--- config.mk ---
export PLATFORM = sky130hd
export DESIGN_NAME = pwl_coef_loader
export DESIGN_NICKNAME = d
export VERILOG_FILES = /design/src/rtl/pwl_coef_loader_pkg.sv /design/src/rtl/pwl_coef_loader_sm16_greater.sv /design/src/rtl/pwl_coef_loader.sv
export SDC_FILE = /design/constraint.sdc
export NUM_CORES = 2
export LEC_CHECK = 0
export CORE_UTILIZATION = 37
export DETAILED_ROUTE_END_ITERATION = 10
export SLEW_MARGIN = 20
export SYNTH_ARGS = -nofsm -noshare
export SYNTH_HDL_FRONTEND = slang
export SYNTH_SLANG_ARGS = --single-unit
--- constraint.sdc ---
create_clock -name clk -period 103 [get_ports clk]
set_input_delay 25.75 -clock clk [delete_from_list [all_inputs] [get_ports clk]]
set_output_delay 25.75 -clock clk [all_outputs]
set_load 0.02 [all_outputs]
--- src/rtl/pwl_coef_loader_pkg.sv ---
// pwl_coef_loader_pkg: shared sizes, FSM state encoding and error codes for the PWL coefficient loader (rev 1.0).
`default_nettype none

package pwl_coef_loader_pkg;

  localparam int BITSIZE    = 16;
  localparam int N_BRK      = 16;
  localparam int N_SEG      = N_BRK + 1;
  localparam int LOAD_WORDS = N_BRK + 2 * N_SEG;

  typedef enum logic [2:0] {
    IDLE   = 3'd0,
    LOAD_X = 3'd1,
    LOAD_M = 3'd2,
    LOAD_C = 3'd3,
    COMMIT = 3'd4,
    DRAIN  = 3'd5
  } state_t;

  localparam logic [1:0] ERR_NONE    = 2'd0;
  localparam logic [1:0] ERR_NONMONO = 2'd1;
  localparam logic [1:0] ERR_SHORT   = 2'd2;
  localparam logic [1:0] ERR_LONG    = 2'd3;

endpackage

`default_nettype wire

--- src/rtl/pwl_coef_loader_sm16_greater.sv ---
// sm16_greater: combinational sign-magnitude a > b, with -0 and +0 treated as equal (rev 1.0).
`default_nettype none

module sm16_greater
  import pwl_coef_loader_pkg::*;
#(
  parameter int W = BITSIZE
) (
  input  logic [W-1:0] a,
  input  logic [W-1:0] b,
  output logic         gt
);

  logic [W-2:0] a_mag, b_mag;
  logic         a_neg, b_neg;

  assign a_mag = a[W-2:0];
  assign b_mag = b[W-2:0];
  // A zero magnitude is never negative, so both zeros land in the same class.
  assign a_neg = a[W-1] && (a_mag != '0);
  assign b_neg = b[W-1] && (b_mag != '0);

  always_comb begin
    if (a_neg != b_neg) gt = b_neg;
    else if (!a_neg)    gt = (a_mag > b_mag);
    else                gt = (a_mag < b_mag);
  end

endmodule

`default_nettype wire

--- src/rtl/pwl_coef_loader.sv ---
// pwl_coef_loader: streams x/m/c words into a shadow bank, validates, and commits atomically (rev 1.0).
// Optional active-bank readback port enabled by PWL_LOADER_READBACK_EN.
`default_nettype none

module pwl_coef_loader
  import pwl_coef_loader_pkg::*;
#(
  parameter int BITSIZE = pwl_coef_loader_pkg::BITSIZE,
  parameter int N_BRK   = pwl_coef_loader_pkg::N_BRK,
  parameter int N_SEG   = pwl_coef_loader_pkg::N_SEG
) (
  input  logic                     clk,
  input  logic                     reset,
  input  logic                     s_valid,
  output logic                     s_ready,
  input  logic [BITSIZE-1:0]       s_data,
  input  logic                     s_last,
  output logic [N_BRK*BITSIZE-1:0] x_bus,
  output logic [N_SEG*BITSIZE-1:0] m_bus,
  output logic [N_SEG*BITSIZE-1:0] c_bus,
  output logic                     tbl_valid,
  output logic                     busy,
  output logic                     done,
  output logic                     err,
  output logic [1:0]               err_code
`ifdef PWL_LOADER_READBACK_EN
  ,
  input  logic [5:0]               rd_addr,
  output logic [BITSIZE-1:0]       rd_data
`endif
);

  localparam logic [5:0] X_END    = 6'(N_BRK - 1);
  localparam logic [5:0] M_END    = 6'(N_BRK + N_SEG - 1);
  localparam logic [5:0] LAST_IDX = 6'(N_BRK + 2 * N_SEG - 1);

  state_t             state, state_nx;
  logic [5:0]         cnt;
  logic [BITSIZE-1:0] x_sh [N_BRK];
  logic [BITSIZE-1:0] m_sh [N_SEG];
  logic [BITSIZE-1:0] c_sh [N_SEG];
  logic [BITSIZE-1:0] prev_x;
  logic               bad;
  logic               xfer, wr, gt, load_nx, short_last;

  assign s_ready    = (state != COMMIT);
  assign busy       = (state != IDLE);
  assign xfer       = s_valid && s_ready;
  assign wr         = xfer && (state inside {IDLE, LOAD_X, LOAD_M, LOAD_C});
  assign short_last = s_last && (cnt != LAST_IDX);
  assign load_nx    = (state_nx inside {LOAD_X, LOAD_M, LOAD_C});

  sm16_greater #(.W(BITSIZE)) u_gt (
    .a  (s_data),
    .b  (prev_x),
    .gt (gt)
  );

  always_ff @(posedge clk or posedge reset) begin
    if (reset) state <= IDLE;
    else       state <= state_nx;
  end

  always_comb begin
    state_nx = state;
    case (state)
      IDLE:    if (xfer) state_nx = short_last ? IDLE : LOAD_X;
      LOAD_X:  if (xfer) state_nx = short_last ? IDLE : ((cnt == X_END) ? LOAD_M : LOAD_X);
      LOAD_M:  if (xfer) state_nx = short_last ? IDLE : ((cnt == M_END) ? LOAD_C : LOAD_M);
      LOAD_C: begin
        if (xfer) begin
          if (cnt == LAST_IDX) state_nx = s_last ? COMMIT : DRAIN;
          else if (s_last)     state_nx = IDLE;
        end
      end
      COMMIT:  state_nx = IDLE;
      DRAIN:   if (xfer && s_last) state_nx = IDLE;
      default: state_nx = IDLE;
    endcase
  end

  always_ff @(posedge clk or posedge reset) begin
    if (reset) begin
      cnt       <= '0;
      bad       <= 1'b0;
      prev_x    <= '0;
      done      <= 1'b0;
      err       <= 1'b0;
      err_code  <= ERR_NONE;
      tbl_valid <= 1'b0;
      x_bus     <= '0;
      m_bus     <= '0;
      c_bus     <= '0;
      for (int i = 0; i < N_BRK; i++) x_sh[i] <= '0;
      for (int k = 0; k < N_SEG; k++) begin
        m_sh[k] <= '0;
        c_sh[k] <= '0;
      end
    end else begin
      done <= 1'b0;
      err  <= 1'b0;
      if (wr) begin
        cnt <= load_nx ? cnt + 6'd1 : 6'd0;
        for (int i = 0; i < N_BRK; i++)
          if (cnt == 6'(i)) x_sh[i] <= s_data;
        for (int k = 0; k < N_SEG; k++) begin
          if (cnt == 6'(N_BRK + k))         m_sh[k] <= s_data;
          if (cnt == 6'(N_BRK + N_SEG + k)) c_sh[k] <= s_data;
        end
        if (cnt <= X_END) prev_x <= s_data;
        // The first word of a load starts a fresh ordering check.
        if (state == IDLE)               bad <= 1'b0;
        else if (cnt <= X_END && !gt)    bad <= 1'b1;
        if (short_last) begin
          err      <= 1'b1;
          err_code <= ERR_SHORT;
        end else if (!s_last && cnt == LAST_IDX) begin
          err      <= 1'b1;
          err_code <= ERR_LONG;
        end
      end
      if (state == COMMIT) begin
        if (!bad) begin
          for (int i = 0; i < N_BRK; i++) x_bus[i*BITSIZE +: BITSIZE] <= x_sh[i];
          for (int k = 0; k < N_SEG; k++) begin
            m_bus[k*BITSIZE +: BITSIZE] <= m_sh[k];
            c_bus[k*BITSIZE +: BITSIZE] <= c_sh[k];
          end
          tbl_valid <= 1'b1;
          done      <= 1'b1;
        end else begin
          err      <= 1'b1;
          err_code <= ERR_NONMONO;
        end
      end
    end
  end

`ifdef PWL_LOADER_READBACK_EN
  logic [BITSIZE-1:0] rd_mux;

  // Load-order addressing; anything past the last word reads as zero.
  always_comb begin
    rd_mux = '0;
    for (int i = 0; i < N_BRK; i++)
      if (rd_addr == 6'(i)) rd_mux = x_bus[i*BITSIZE +: BITSIZE];
    for (int k = 0; k < N_SEG; k++) begin
      if (rd_addr == 6'(N_BRK + k))         rd_mux = m_bus[k*BITSIZE +: BITSIZE];
      if (rd_addr == 6'(N_BRK + N_SEG + k)) rd_mux = c_bus[k*BITSIZE +: BITSIZE];
    end
  end

  always_ff @(posedge clk or posedge reset) begin
    if (reset) rd_data <= '0;
    else       rd_data <= rd_mux;
  end
`else
  // No readback path in this build.
`endif

endmodule

`default_nettype wire

==> key figures <==
GRT
  – First-pass GRT wire length: 262.2 mm
  – Grt ovf: 0
  – Initial antenna violation count: 13
  – GRT Util Overall: 0.2138
  – Via count of the first global-routing pass: 36080
  – Pin count of the biggest net entering global routing: 179

Worst setup path
  – Crit end category: async pin
  – Req. time, crit path: 103.77 ns
  – Crit path launch: reset
  – FF-to-FF Start: state[1]
  – R2R setup slack: 97.70 ns
  – Worst reg2reg path endpoint: x_bus[95]
  – CP startpoint kind: primary input
  – Worst R2R Path Depth: 8
  – Critical Path AT: 30.49 ns
  – Setup CP Type: in2async
  – CP Max Fanout: 131

Detailed routing
  – Average wire per standard cell: 26.27 µm
  – Via Count: 34350
  – Vias per cell: 4.993
  – WL final: 180.7 mm
  – Routed Antenna Nets: 0
  – First-iteration detailed-routing DRC count: 1988
  – Detailed Routing Iterations Pass 1: 5
  – DRC viols: 0

Power
  – Leakage Power: 37.40 nW
  – Combinational share of power: 0.061
  – Sequential Power Share: 0.495
  – Internal: 1.091 mW
  – Psw: 335.9 µW
  – Worst VDD drop: 0.00001616 V
  – Pwr/cell area: 18.28 nW/µm²
  – Switching part of the total: 0.2354
  – Clock share of power: 0.444

Synthesis
  – Syn_area_per_cell: 16.62 µm²
  – Fraction of registers with async set/reset: 1.000
  – Ys Warns: 0
  – Dominant cell type by area after synthesis: dfrtp_1
  – Sequential element share of the synthesized area: 0.6591
  – Seq cells post-synth: 1631
  – Synth unique cells: 53
  – Top_reg_cell synth: dfrtp_1
  – Top cells by count, synth: dfrtp_1 (1631), mux2_2 (1537), buf_2 (109)
  – Top cell type's share of synthesized area: 0.6591
  – Top-count cell post-synth: dfrtp_1
  – Post-synthesis cell area: 61930 µm²
  – Syn nets: 3767
  – Post-synth EDFFs: 0
  – Largest cells by area after synthesis: dfrtp_1 (66%), mux2_2 (28%), mux2_4 (1.2%)
  – Syn Inst Count: 3726

Clock network
  – Clock Path Buffers: 3
  – Num CTS Buffers: 174
  – H-tree levels: 4
  – Worst-path clk slew: 0.06 ns
  – CTS tree: built
  – Setup bufs post-CTS: 0
  – Hold_buf cts: 0
  – PostCTS Resize Cnt: 0
  – CTS root buf: clkbuf_16
  – TritonCTS Sinks: 1631
  – Clk_lat worst skew: 0.82 ns

Placement
  – DP HPWL: 114.1 mm
  – Pre-CTS WS: 72.18 ns
  – # port buffers: 826
  – GP Congestion: 0.7690

Layout
  – Share of cells above drive strength 1: 0.4246
  – Register area: 40810 µm²
  – Multi-input logic area: 19790 µm²
  – FILL cells: 14480
  – Nets: 4584
  – Post-route core utilization: 0.4714
  – Layout area overhead: 26.02%

STA
  – Setup TNS: 0 ns
  – Final Critical Period: 29.72 ns
  – Slew Viols, Final: 0
  – Setup Skew: 0.04397 ns
  – Fin crit share: 0.2885
  – RSZ-0062 raised after global routing: no
  – Slack of the critical path: 73.28 ns
  – Final setup fails: 0
  – Highest clock rate: 0.03365 GHz
  – Measured slew at the worst slew-check pin: 1.290 ns
  – Fin. Hold Viols: 0
  – Slew HR: 0.1398

Die
  – Row Count: 149
  – Initial Util: 0.3741
  – I/O pins: 827
  – Core area: 165500 µm²
  – Die Y: 411.1 µm
  – Die W: 411.1 µm
  – Die ar.: 169000 µm²

Worst hold path
  – Hold Crit Depth: 1
  – HP Class: reg2reg
  – Min-delay src: c_sh[213]
  – Hold Crit Endpoint: c_bus[53]

Status
  – Outcome: completed

Job
  – Max-cap violations: 0
-- power by group through the flow --
stage / clock [mW] / sequential (mW) / combinational (mW)
2_1_floorplan: 0 / 0.714 / 0.0651
3_3_place_gp: 0 / 0.715 / 0.0864
3_5_place_dp: 0 / 0.718 / 0.0892
4_1_cts: 0.652 / 0.706 / 0.0895
5_1_grt: 0.678 / 0.711 / 0.0966
6_report: 0.633 / 0.706 / 0.0871
-- worst max-delay path by stage --
stage	endpoint	slack, ns	cells past startpoint
detailed placement	x_bus[113]	72.18	6
finish	c_sh[227]	73.28	6
floorplan	bad	31.22	1
global route	c_bus[252]	72.52	6
CTS	c_bus[35]	73.07	6
global placement	c_bus[255]	72.22	6
-- cell usage in the layout, fill, tap and decap left out, types with 22 or more instances in the layout --
cell type	count
nand2_1	59
clkbuf_16	174
clkbuf_1	42
clkbuf_8	49
clkdlybuf4s50_1	810
dfrtp_1	1631
clkinv_2	22
buf_4	63
mux2_2	1537
o21ai_0	33
mux2_4	50
-- flip-flops by register name (all words and copies together), names as in the netlist --
name,count
bad,1
c_bus,272
c_sh,272
cnt,6
done,1
err,1
err_code,2
m_bus,272
m_sh,272
prev_x,16
state,3
tbl_valid,1
x_bus,256
x_sh,256
-- worst max-delay path, stage by stage --
cell and delay (ns):
clkdlybuf4s50_1 0.50, inv_8 0.63, buf_4 0.84, buf_4 0.85
buf_4 0.87, buf_4 0.87
-- final cells by class --
cell class | count | share of cell area
antenna | 6 | 0.0001924
tap | 2189 | 0.03510
timing repair buffer | 880 | 0.1113
inverter | 21 | 0.001106
clock buffer | 265 | 0.06646
clock inverter | 52 | 0.009219
sequential | 1631 | 0.5230
multi-input combinational | 1835 | 0.2536
-- routing by layer --
layer	up-vias	global-route usage	wire (µm)
met3	217	0.05482	11170
met5	-	0	7
met1	18570	0.2814	77270
met2	837	0.3474	87660
met4	2	0.06153	4584
li1	14720	-	-
-- through the flow --
step	area [µm²]	std cells	hold WS (ns)	total power, mW
finish	78040	6879	0.4602	1.427
global route	78020	6873	0.4794	1.486
CTS	77990	6871	0.4607	1.447
detailed placement	72080	6554	0.4660	0.8067
global placement	72070	6554	0.4588	0.8015
floorplan	61930	3726	0.4444	0.7791
-- logic make-up (layout without fill, tap and decap cells) --
group                      after synthesis  count (layout)  synth area share
AOI/OAI and AO/OA                       60              60          0.005718
xor gates and xnor gates                 3               3         0.0004244
adders and majority gates               21              21          0.004243
buffers and inverters                  260            1218           0.02172
DFF                                   1631            1631            0.6591
muxes                                 1588            1588            0.2918
other                                    0               6                 0
and+or+nand+nor                        163             163           0.01707
Note: power is estimated with default switching activity, not from simulation.
